--- src/rtl/vga_timing_gen.sv ---
// vga_timing_gen: VGA raster counters, renderer latency alignment and registered video output.
// Optional VGA_BG_CHECKER_EN replaces the flat background with a 32x32 checkerboard.
module vga_timing_gen #(
    parameter int          PIX_WIDTH    = 12,
    parameter int          H_ACTIVE     = 1280,
    parameter int          H_FP         = 48,
    parameter int          H_SYNC       = 112,
    parameter int          H_BP         = 248,
    parameter int          V_ACTIVE     = 1024,
    parameter int          V_FP         = 1,
    parameter int          V_SYNC       = 3,
    parameter int          V_BP         = 38,
    parameter bit          H_SYNC_POL   = 1'b1,
    parameter bit          V_SYNC_POL   = 1'b1,
    parameter int          DATA_LATENCY = 2,
    parameter logic [23:0] BG_COLOR     = 24'h000000
) (
    input  logic                 clk_i,
    input  logic                 rst_i,
    output logic [PIX_WIDTH-1:0] pix_x_o,
    output logic [PIX_WIDTH-1:0] pix_y_o,
    output logic                 pix_valid_o,
    output logic                 frame_done_o,
    input  logic [23:0]          vga_data_i,
    input  logic                 vga_data_en_i,
    output logic [23:0]          vga_rgb_o,
    output logic                 vga_de_o,
    output logic                 vga_hs_o,
    output logic                 vga_vs_o
);
    localparam int H_TOTAL = H_ACTIVE + H_FP + H_SYNC + H_BP;
    localparam int V_TOTAL = V_ACTIVE + V_FP + V_SYNC + V_BP;
    localparam logic [PIX_WIDTH-1:0] H_LAST = PIX_WIDTH'(H_TOTAL - 1);
    localparam logic [PIX_WIDTH-1:0] V_LAST = PIX_WIDTH'(V_TOTAL - 1);
    localparam logic [PIX_WIDTH-1:0] H_ACT  = PIX_WIDTH'(H_ACTIVE);
    localparam logic [PIX_WIDTH-1:0] V_ACT  = PIX_WIDTH'(V_ACTIVE);
    localparam logic [PIX_WIDTH-1:0] HS_BEG = PIX_WIDTH'(H_ACTIVE + H_FP);
    localparam logic [PIX_WIDTH-1:0] HS_END = PIX_WIDTH'(H_ACTIVE + H_FP + H_SYNC);
    localparam logic [PIX_WIDTH-1:0] VS_BEG = PIX_WIDTH'(V_ACTIVE + V_FP);
    localparam logic [PIX_WIDTH-1:0] VS_END = PIX_WIDTH'(V_ACTIVE + V_FP + V_SYNC);

    logic [PIX_WIDTH-1:0] h_cnt_q, h_cnt_d, v_cnt_q, v_cnt_d;
    logic                 active, hs_act, vs_act;
    logic                 active_dl, hs_dl, vs_dl;
    logic [23:0]          bg, vga_rgb_q, vga_rgb_d;
    logic                 vga_de_q, vga_hs_q, vga_hs_d, vga_vs_q, vga_vs_d;

    assign h_cnt_d = (h_cnt_q == H_LAST) ? '0 : h_cnt_q + 1'b1;
    assign v_cnt_d = (h_cnt_q != H_LAST) ? v_cnt_q : (v_cnt_q == V_LAST) ? '0 : v_cnt_q + 1'b1;

    always_ff @(posedge clk_i or posedge rst_i) begin
        if (rst_i) begin
            h_cnt_q <= '0;
            v_cnt_q <= '0;
        end else begin
            h_cnt_q <= h_cnt_d;
            v_cnt_q <= v_cnt_d;
        end
    end

    assign active       = (h_cnt_q < H_ACT) && (v_cnt_q < V_ACT);
    assign hs_act       = (h_cnt_q >= HS_BEG) && (h_cnt_q < HS_END);
    assign vs_act       = (v_cnt_q >= VS_BEG) && (v_cnt_q < VS_END);
    assign pix_x_o      = h_cnt_q;
    assign pix_y_o      = v_cnt_q;
    assign pix_valid_o  = active;
    assign frame_done_o = (h_cnt_q == '0) && (v_cnt_q == V_ACT);

    // Decodes (and coordinates, for the checker) ride one shared delay line.
`ifdef VGA_BG_CHECKER_EN
    localparam int DW = 3 + 2 * PIX_WIDTH;
    logic [PIX_WIDTH-1:0] x_dl, y_dl;
    logic [DW-1:0]        tap, tap_d;
    assign tap = {h_cnt_q, v_cnt_q, active, hs_act, vs_act};
    assign {x_dl, y_dl, active_dl, hs_dl, vs_dl} = tap_d;
    assign bg = (x_dl[5] ^ y_dl[5]) ? 24'h202020 : BG_COLOR;
`else
    localparam int DW = 3;
    logic [DW-1:0] tap, tap_d;
    assign tap = {active, hs_act, vs_act};
    assign {active_dl, hs_dl, vs_dl} = tap_d;
    assign bg = BG_COLOR;
`endif

    generate
        if (DATA_LATENCY == 0) begin : g_wire
            assign tap_d = tap;
        end else begin : g_sr
            logic [DW-1:0] sr_q [DATA_LATENCY];
            always_ff @(posedge clk_i or posedge rst_i) begin
                if (rst_i) begin
                    for (int i = 0; i < DATA_LATENCY; i++) sr_q[i] <= '0;
                end else begin
                    sr_q[0] <= tap;
                    for (int i = 1; i < DATA_LATENCY; i++) sr_q[i] <= sr_q[i-1];
                end
            end
            assign tap_d = sr_q[DATA_LATENCY-1];
        end
    endgenerate

    assign vga_rgb_d = !active_dl ? '0 : vga_data_en_i ? vga_data_i : bg;
    assign vga_hs_d  = hs_dl ? H_SYNC_POL : ~H_SYNC_POL;
    assign vga_vs_d  = vs_dl ? V_SYNC_POL : ~V_SYNC_POL;

    always_ff @(posedge clk_i or posedge rst_i) begin
        if (rst_i) begin
            vga_rgb_q <= '0;
            vga_de_q  <= 1'b0;
            vga_hs_q  <= ~H_SYNC_POL;
            vga_vs_q  <= ~V_SYNC_POL;
        end else begin
            vga_rgb_q <= vga_rgb_d;
            vga_de_q  <= active_dl;
            vga_hs_q  <= vga_hs_d;
            vga_vs_q  <= vga_vs_d;
        end
    end

    assign vga_rgb_o = vga_rgb_q;
    assign vga_de_o  = vga_de_q;
    assign vga_hs_o  = vga_hs_q;
    assign vga_vs_o  = vga_vs_q;
endmodule

--- config.mk ---
export PLATFORM = sky130hd
export DESIGN_NAME = vga_timing_gen
export DESIGN_NICKNAME = d
export VERILOG_FILES = /design/src/rtl/vga_timing_gen.sv
export SDC_FILE = /design/constraint.sdc
export NUM_CORES = 1
export LEC_CHECK = 0
export CORE_ASPECT_RATIO = 1.4
export CORE_MARGIN = 8
export CORE_UTILIZATION = 42
export CTS_BUF_LIST = sky130_fd_sc_hd__clkbuf_8
export DETAILED_ROUTE_END_ITERATION = 7
export GPL_ROUTABILITY_DRIVEN = 0
export PLACE_DENSITY = 0.78
export SETUP_SLACK_MARGIN = 0.2
export SYNTH_ARGS = -nofsm -noshare
export SYNTH_HDL_FRONTEND = slang
export SYNTH_SLANG_ARGS = --single-unit
--- constraint.sdc ---
create_clock -name clk_i -period 1.84 [get_ports clk_i]
set_input_delay 0.276 -clock clk_i [delete_from_list [all_inputs] [get_ports clk_i]]
set_output_delay 0.276 -clock clk_i [all_outputs]
set_load 0.05 [all_outputs]
==> results.txt <==
Maximum operating frequency -> 0.4624 GHz
Tmin final -> 2.162 ns
Clk root buf -> clkbuf_8
DRT iter0 DRCs -> 70
Total core area -> 0.005197 mm2
Most frequent cells in the layout -> buf_4, dfrtp_1, and3_1
Critical Path Sink Type -> output port
CTS tree -> yes
Global-route met3 utilization -> 6.021%
Clock Pin Slew Worst Setup and Hold Paths -> 0.07 ns
Worst Setup SP -> pix_x_o[1]
Critical Path, Cell by Cell -> inv_2 > ha_1 > or4b_4 > nor4_4 > buf_12
Clk buf depth -> 2
Layout Skew -> 0.007278 ns
Post-synthesis cell type count -> 31
Worst-Skew Late Latency -> 0.33 ns
Clock Sinks -> 57
Number of global-route vias before repair -> 2,102
Max Cap Violations -> 0
Yosys reg bits -> 57
EDFF count, synth -> 0
# diodes -> 0
Final WL -> 7010 um
Area growth syn-to-layout -> 68.85%
Final hold viol count -> 0
Async S/R FF share, synth -> 100.0%
Design Power -> 2.671 mW
Largest net degree at the start of global routing -> 48
First drt pass iteration count -> 4
Max-slew violation count -> 0
Die area -> 0.008067 mm2
Maximum vdd drop -> 0.4910 mV
Row Count -> 31
Worst Hold Class -> in2async
Number of antenna violations at the first check in global routing -> 0
Syn_nets -> 227
Failing checks -> setup timing
Leak -> 1.958 nW
Syn Area/Cell -> 11.68 um2
Grt peak-use layer -> met2
Top_reg_cell synth -> dfrtp_1
Total track usage -> 17.05%
Commonest non-fill, non-tap cell in the layout -> buf_4
Vias post-DR -> 2,023
Fraction of the yosys area taken by sequential cells -> 62.64%
Endpoints failing setup -> 13
Initial Util -> 43.81%
IO Pins -> 80
DRC errors left -> 0
Fin util -> 73.98%
Height of the chip -> 103.1 um
Period utilization -> 117.5%
Die X -> 78.23 um
Antenna-violating nets left -> 0
Hpwl dp -> 4642 um
First-pass GRT wire length -> 10,630 um
Status -> finished, violations left
Worst-Margin Slew -> 0.5998 ns
Reg2Reg Launch Point -> pix_x_o[3]
Crit path largest cell delay -> 0.47 ns
Met2 GRT Util -> 28.39%
Critical Path RT -> 1.56 ns
WS Path Type -> reg2out
Cells after synthesis -> 195
CP Launch Type -> flip-flop
WL/cell -> 18.11 um
Critical path arrival -> 1.89 ns
Yosys warning count -> 0
Met1 GRT Util -> 18.84%
Share of layout cells above drive strength 1 -> 40.81%
Global route overflow -> 0
Final WS setup -> -0.3225 ns
Largest fanout on the critical path -> 2
Slowest CP cell -> or4b_4
Max_slew headroom -> 59.89%
Port bufs -> 79
Fill cells -> 372
Final Net Count -> 348
RSZ-0062 raised after global routing -> yes
Vias per inst -> 5.227
TritonCTS Buffers -> 9
Cell area after synthesis -> 0.002277 mm2
Pwr dens -> 694.8 mW/mm2
Htree depth -> 3
## metal layers
metal  share of wire, %  up-vias
met3                7.5       14
li1                   -      936
met2                 50      100
met5                  0        -
met4                2.6        0
met1                 40      973
## worst paths after layout
check                                to  slack, ns  depth (start not counted)
max                        frame_done_o      -0.32                          5
min                          pix_x_o[2]       0.25                          2
max reg2reg                  pix_y_o[2]      -0.12                          8
min reg2reg                    tap_d[1]       0.35                          0
max in group asynchronous    pix_y_o[4]       1.06                          3
min in group clk_i             tap_d[1]       0.35                          0
## registers in the layout, indices dropped and copies added, names as in the netlist
| register | cells |
|---|---|
| vga_rgb_o | 24 |
| pix_x_o | 12 |
| pix_y_o | 12 |
| g_sr.sr_q | 3 |
| tap_d | 3 |
| vga_de_o | 1 |
| vga_hs_o | 1 |
| vga_vs_o | 1 |
## layout make-up
cell class,instances,area [um2],area share [%]
flip-flops and latches,57,1445,37.59
inverters,9,37.54,0.9762
well taps,66,82.58,2.148
clock inverters,6,58.81,1.529
multi-input cells,122,998.5,25.97
repair buffers,117,1085,28.21
clock buffers,10,137.6,3.580
## cells in the mapped netlist (3+ instances only)
cell type   n  area (um2)
nand2_1     8       30.03
inv_1       9       33.78
clkbuf_1    5       18.77
dfrtp_1    57        1426
nand3_1    17       85.08
xor2_1      6       52.55
nand4_1     7       43.79
xnor2_1     6       52.55
ha_1        5       62.56
o21ai_0     8       40.04
a21oi_1     5       25.02
and3_1     29       181.4
nor2_1      8       30.03
nor4_1      3       18.77
## power by group
| part | switching, mW | internal [mW] | total [mW] |
|---|---|---|---|
| clock network | 0.490 | 0.652 | 1.14 |
| registers | 0.00613 | 1.28 | 1.29 |
| logic | 0.153 | 0.0907 | 0.244 |
| total | 0.650 | 2.02 | 2.67 |
## worst max-delay path: cells and delay by family, from the launching register on
family | cells | cell delay (ns)
AND/OR/NAND/NOR | 2 | 0.77
flip-flops | 1 | 0.44
buffers and inverters | 2 | 0.24
adder cells (fa/ha/maj) | 1 | 0.12
## kinds of logic (layout without fill, tap and decap cells)
logic type	Yosys count	after routing	share of synthesized area, %
AND/OR/NAND/NOR	86	86	22.47
flip-flops	57	57	62.64
AO/OA/AOI/OAI	18	18	4.340
buffers and inverters	16	142	2.747
XOR/XNOR	12	12	4.615
adder cells (fa/ha/maj)	5	5	2.747
multiplexers	1	1	0.4396
## through the flow
stage                     cells  worst slack (ns)  setup TNS (ns)  area, um2  hold WS (ns)
after global placement      359           0.03500               0       3416        0.3326
after global routing        387           -0.3931          -2.130       3845        0.2490
after CTS                   381           -0.3159         -0.4539       3727        0.2425
after detailed placement    359         -0.007578       -0.007578       3416        0.3358
final                       387           -0.3225          -1.176       3845        0.2528
after floorplan             195           -0.2785         -0.5999       2416        0.3312
## repair_timing
action / in CTS / in global routing
endpoints found under the setup margin: 48 / 22
pin swaps: 15 / 6
cloned: 0 / 0
buffers inserted: 6 / 6
hold buffers: 0 / 0
resized for setup: 53 / 14
Power figures use the tool's default switching activity.
==> variant 1: new RTL, same settings <==
Change the parameter `DATA_LATENCY` from 2 to 8.
--- a/src/rtl/vga_timing_gen.sv
+++ b/src/rtl/vga_timing_gen.sv
@@ -12,7 +12,7 @@
     parameter int          V_BP         = 38,
     parameter bit          H_SYNC_POL   = 1'b1,
     parameter bit          V_SYNC_POL   = 1'b1,
-    parameter int          DATA_LATENCY = 2,
+    parameter int          DATA_LATENCY = 8,
     parameter logic [23:0] BG_COLOR     = 24'h000000
 ) (
     input  logic                 clk_i,
Check against the original RTL: not equivalent (Yosys sat finds a counterexample within 4 cycles, from zero or initial values and one cycle with rst_i high).
==> variant 1 against the unedited design <==
- the flow still finishes with violations (setup timing)
- synthesized area rose by 23%
- highest routed layer unchanged
- critical path depth did not move
- fmax fell by 6.7%
- sequential cell count rose by 18
- worst setup slack got worse by 0.15 ns
- total power rose by 29%
- first-iteration DRC count rose by 21%
- design area rose by 15%
- combinational power rose by 2%
- wire length rose by 2.4%
- sequential power rose by 30%
==> variant 1: results (changes against the unedited design) <==
multi_input_area_um2: 1010  # +0.75%
worstPathArrival_ns: 2.04  # +0.15 ns
status: "finished with violations"
final_area_um2: 4410  # +15%
dpl.hpwl_um: 4910  # +5.8%
post_cts_resized: 41  # -23%
grt_max_degree: 76  # +58%
wl_met1_um: 2950  # +5.5%
layout-drive-gt1-share_pct: 37.7  # -3.1 points
r2r-start: "pix_x_o[8]"
buf_share_pct: 25.5  # -2.7 points
placed_area_um2: 4030  # +18%
grt_pass1_wl_um: 11600  # +8.7%
hold_class: "reg -> reg"
synth_cell_types: 30  # -3.2%
ff_latch_area_um2: 1900  # +31%
setup_ws_ns: -0.477  # -0.154 ns
synthTopCellsByArea: "dfrtp_1, and3_1, ha_1, a22o_1, nand3_1"
first_iter_violations: 85  # +21%
seq_cell_count: 75  # +32%
fillCellCount: 473  # +27%
track_usage_pct: 15.4  # -1.7 points
r2r_cells: 5  # -3
violations: "setup timing"
vias_per_cell: 5.14  # -1.7%
place_inst: 403  # +12%
nets: 382  # +9.8%
p_switching_w: 0.000750  # +15%
signal_buffers: 126  # +7.7%
rows: 35  # +13%
slowest_delay_ns: 0.50  # +0.03 ns
area_share_clock_buf_inv_pct: 5.68  # +0.57 points
setup_viol: 21  # +8
synth_nets: 252  # +11%
[variant 1: power by group through the flow]
stage / logic, W / clock network, W / registers, W
6_report: 0.000249 / 0.00153 / 0.00168
5_1_grt: 0.000268 / 0.00163 / 0.00168
4_1_cts: 0.000254 / 0.00155 / 0.00168
3_5_place_dp: 0.000272 / 0 / 0.00171
3_3_place_gp: 0.000269 / 0 / 0.00171
2_1_floorplan: 0.0000455 / 0 / 0.00181
[variant 1: cells by family after synthesis]
logic type / count (synthesis) / synth area share (%)
AOI/OAI and AO/OA: 24 / 5.59
adders and majority gates: 5 / 2.24
muxes: 2 / 0.760
xor gates and xnor gates: 9 / 2.82
and+or+nand+nor: 90 / 19.2
buffers and inverters: 15 / 2.33
DFF: 75 / 67.1
[variant 1: routing by layer]
layer | up-vias | track usage, %
li1 | 1037 | -
met1 | 1080 | 17.0
met2 | 78 | 25.8
met3 | 9 | 4.39
met4 | 0 | 8.47
met5 | - | 0
==> variant 2: new RTL, config.mk and constraints unchanged <==
Made on the original files. Add an input register stage for `vga_data_i`, without a reset; this delays it by one clock. The other inputs are not delayed to match.
--- a/src/rtl/vga_timing_gen.sv
+++ b/src/rtl/vga_timing_gen.sv
@@ -38,6 +38,12 @@
     localparam logic [PIX_WIDTH-1:0] HS_END = PIX_WIDTH'(H_ACTIVE + H_FP + H_SYNC);
     localparam logic [PIX_WIDTH-1:0] VS_BEG = PIX_WIDTH'(V_ACTIVE + V_FP);
     localparam logic [PIX_WIDTH-1:0] VS_END = PIX_WIDTH'(V_ACTIVE + V_FP + V_SYNC);
+
+    logic [23:0] vga_data_q;
+
+    always_ff @(posedge clk_i) begin
+        vga_data_q <= vga_data_i;
+    end
 
     logic [PIX_WIDTH-1:0] h_cnt_q, h_cnt_d, v_cnt_q, v_cnt_d;
     logic                 active, hs_act, vs_act;
@@ -99,7 +105,7 @@
         end
     endgenerate
 
-    assign vga_rgb_d = !active_dl ? '0 : vga_data_en_i ? vga_data_i : bg;
+    assign vga_rgb_d = !active_dl ? '0 : vga_data_en_i ? vga_data_q : bg;
     assign vga_hs_d  = hs_dl ? H_SYNC_POL : ~H_SYNC_POL;
     assign vga_vs_d  = vs_dl ? V_SYNC_POL : ~V_SYNC_POL;
 
Check against the original RTL: not equivalent (Yosys sat finds a counterexample within 4 cycles, from zero or initial values and one cycle with rst_i high).
==> variant 2 against the unedited design <==
- the run still ends with setup timing left
- design area increased by 12%
- die area increased by 19%
- largest power group unchanged
- synthesized area grew 24%
- hold slack gained 0.0047 ns
- wire length increased by 0.34%
- worst setup slack lost 0.0024 ns
- first-iteration DRC count shrank 20%
- critical endpoint is now pix_y_o[3]
- sequential cell count up 24
- total power grew 24%
- synthesized cell count grew 16%
==> variant 2: results (changes against the unedited design) <==
fillCellCount: 484  # +30%
layout-drive-gt1-share_pct: 32.4  # -8.4 points
place_inst: 402  # +12%
max-slew-margin-rel_pct: 58.7  # -1.2 points
grtUsageMet2_pct: 26.7  # -1.7 points
setup_viol: 21  # +8
status: "finished with violations"
fin_setup_tns_ns: -3.27  # -2.09 ns
dpl.hpwl_um: 4850  # +4.5%
reg2reg_to: "pix_y_o[3]"
drt-total-wl_um: 7030  # +0.34%
synth_cell_types: 33  # +6.5%
ys_seq_area_share_pct: 67.6  # +4.9 points
holdWs_ns: 0.258  # +0.00473 ns
synthAdderAreaFrac_pct: 2.22  # -0.53 points
ir_drop_v: 0.000413  # -16%
dpl_worst_slack_ns: -0.185  # -0.177 ns
worstPathArrival_ns: 2.43  # +0.54 ns
use_met1_pct: 14.9  # -4.0 points
violations: "setup timing"
synthCells: 226  # +16%
slowest_delay_ns: 0.57  # +0.10 ns
internal-power_w: 0.00254  # +26%
r2r_cells: 5  # -3
r2r-start: "pix_x_o[5]"
synth-compound-area-share_pct: 3.37  # -0.97 points
grt_pass1_wl_um: 11100  # +4.4%
use_met3_pct: 4.42  # -1.6 points
setup_ws_ns: -0.325  # -0.00241 ns
synthTopCellsByArea: "dfrtp_1, dfxtp_1, and3_1, ha_1, xor2_1"
crit_fanout: 5  # +3
synth_xor_area_share_pct: 3.73  # -0.89 points
nets: 382  # +9.8%
wl_met1_um: 2750  # -1.9%
pwr_density_cell_nw_per_um2: 773  # +11%
via_count: 2210  # +9.2%
p_seq_w: 0.00183  # +42%
p_leak_nw: 2.13  # +8.7%
dr.pass1.iters: 4  # unchanged
grt_pass1_vias: 2327  # +11%
synth_nets: 258  # +14%
track_usage_pct: 14.6  # -2.5 points
skew_ns: 0.00547  # -0.00181 ns
first_iter_violations: 56  # -20%
placed_area_um2: 3940  # +15%
wl_per_cell_um: 16.4  # -9.5%
synthArstFlopShare_pct: 70.4  # -30 points
slowest_stage: "or4_4"
-- variant 2: cell type report --
type | count | area (um2) | share of cell area (%)
inverter | 9 | 37.5 | 0.872
multi-input combinational | 129 | 993 | 23.1
timing repair buffer | 120 | 1070 | 24.9
tap | 74 | 92.6 | 2.15
sequential | 81 | 1910 | 44.5
clock inverter | 7 | 71.3 | 1.66
clock buffer | 9 | 124 | 2.88
-- variant 2: worst max path at each step --
stage                    start            to  slack, ns  cells past startpoint
floorplan           pix_x_o[6]    pix_y_o[8]      -0.32                      5
finish              pix_x_o[5]    pix_y_o[3]      -0.32                      5
global route        pix_x_o[5]    pix_y_o[3]      -0.37                      5
CTS                 pix_x_o[5]  frame_done_o      -0.34                      5
detailed placement  pix_x_o[6]    pix_y_o[3]      -0.18                      4
global placement    pix_x_o[6]    pix_y_o[3]      -0.14                      4
-- variant 2: timing repair --
action,CTS,global route
resized for setup,46,10
hold buffers,0,0
gates cloned,1,0
pin swaps,6,3
endpoints found under the setup margin,49,22
setup buffers,7,3
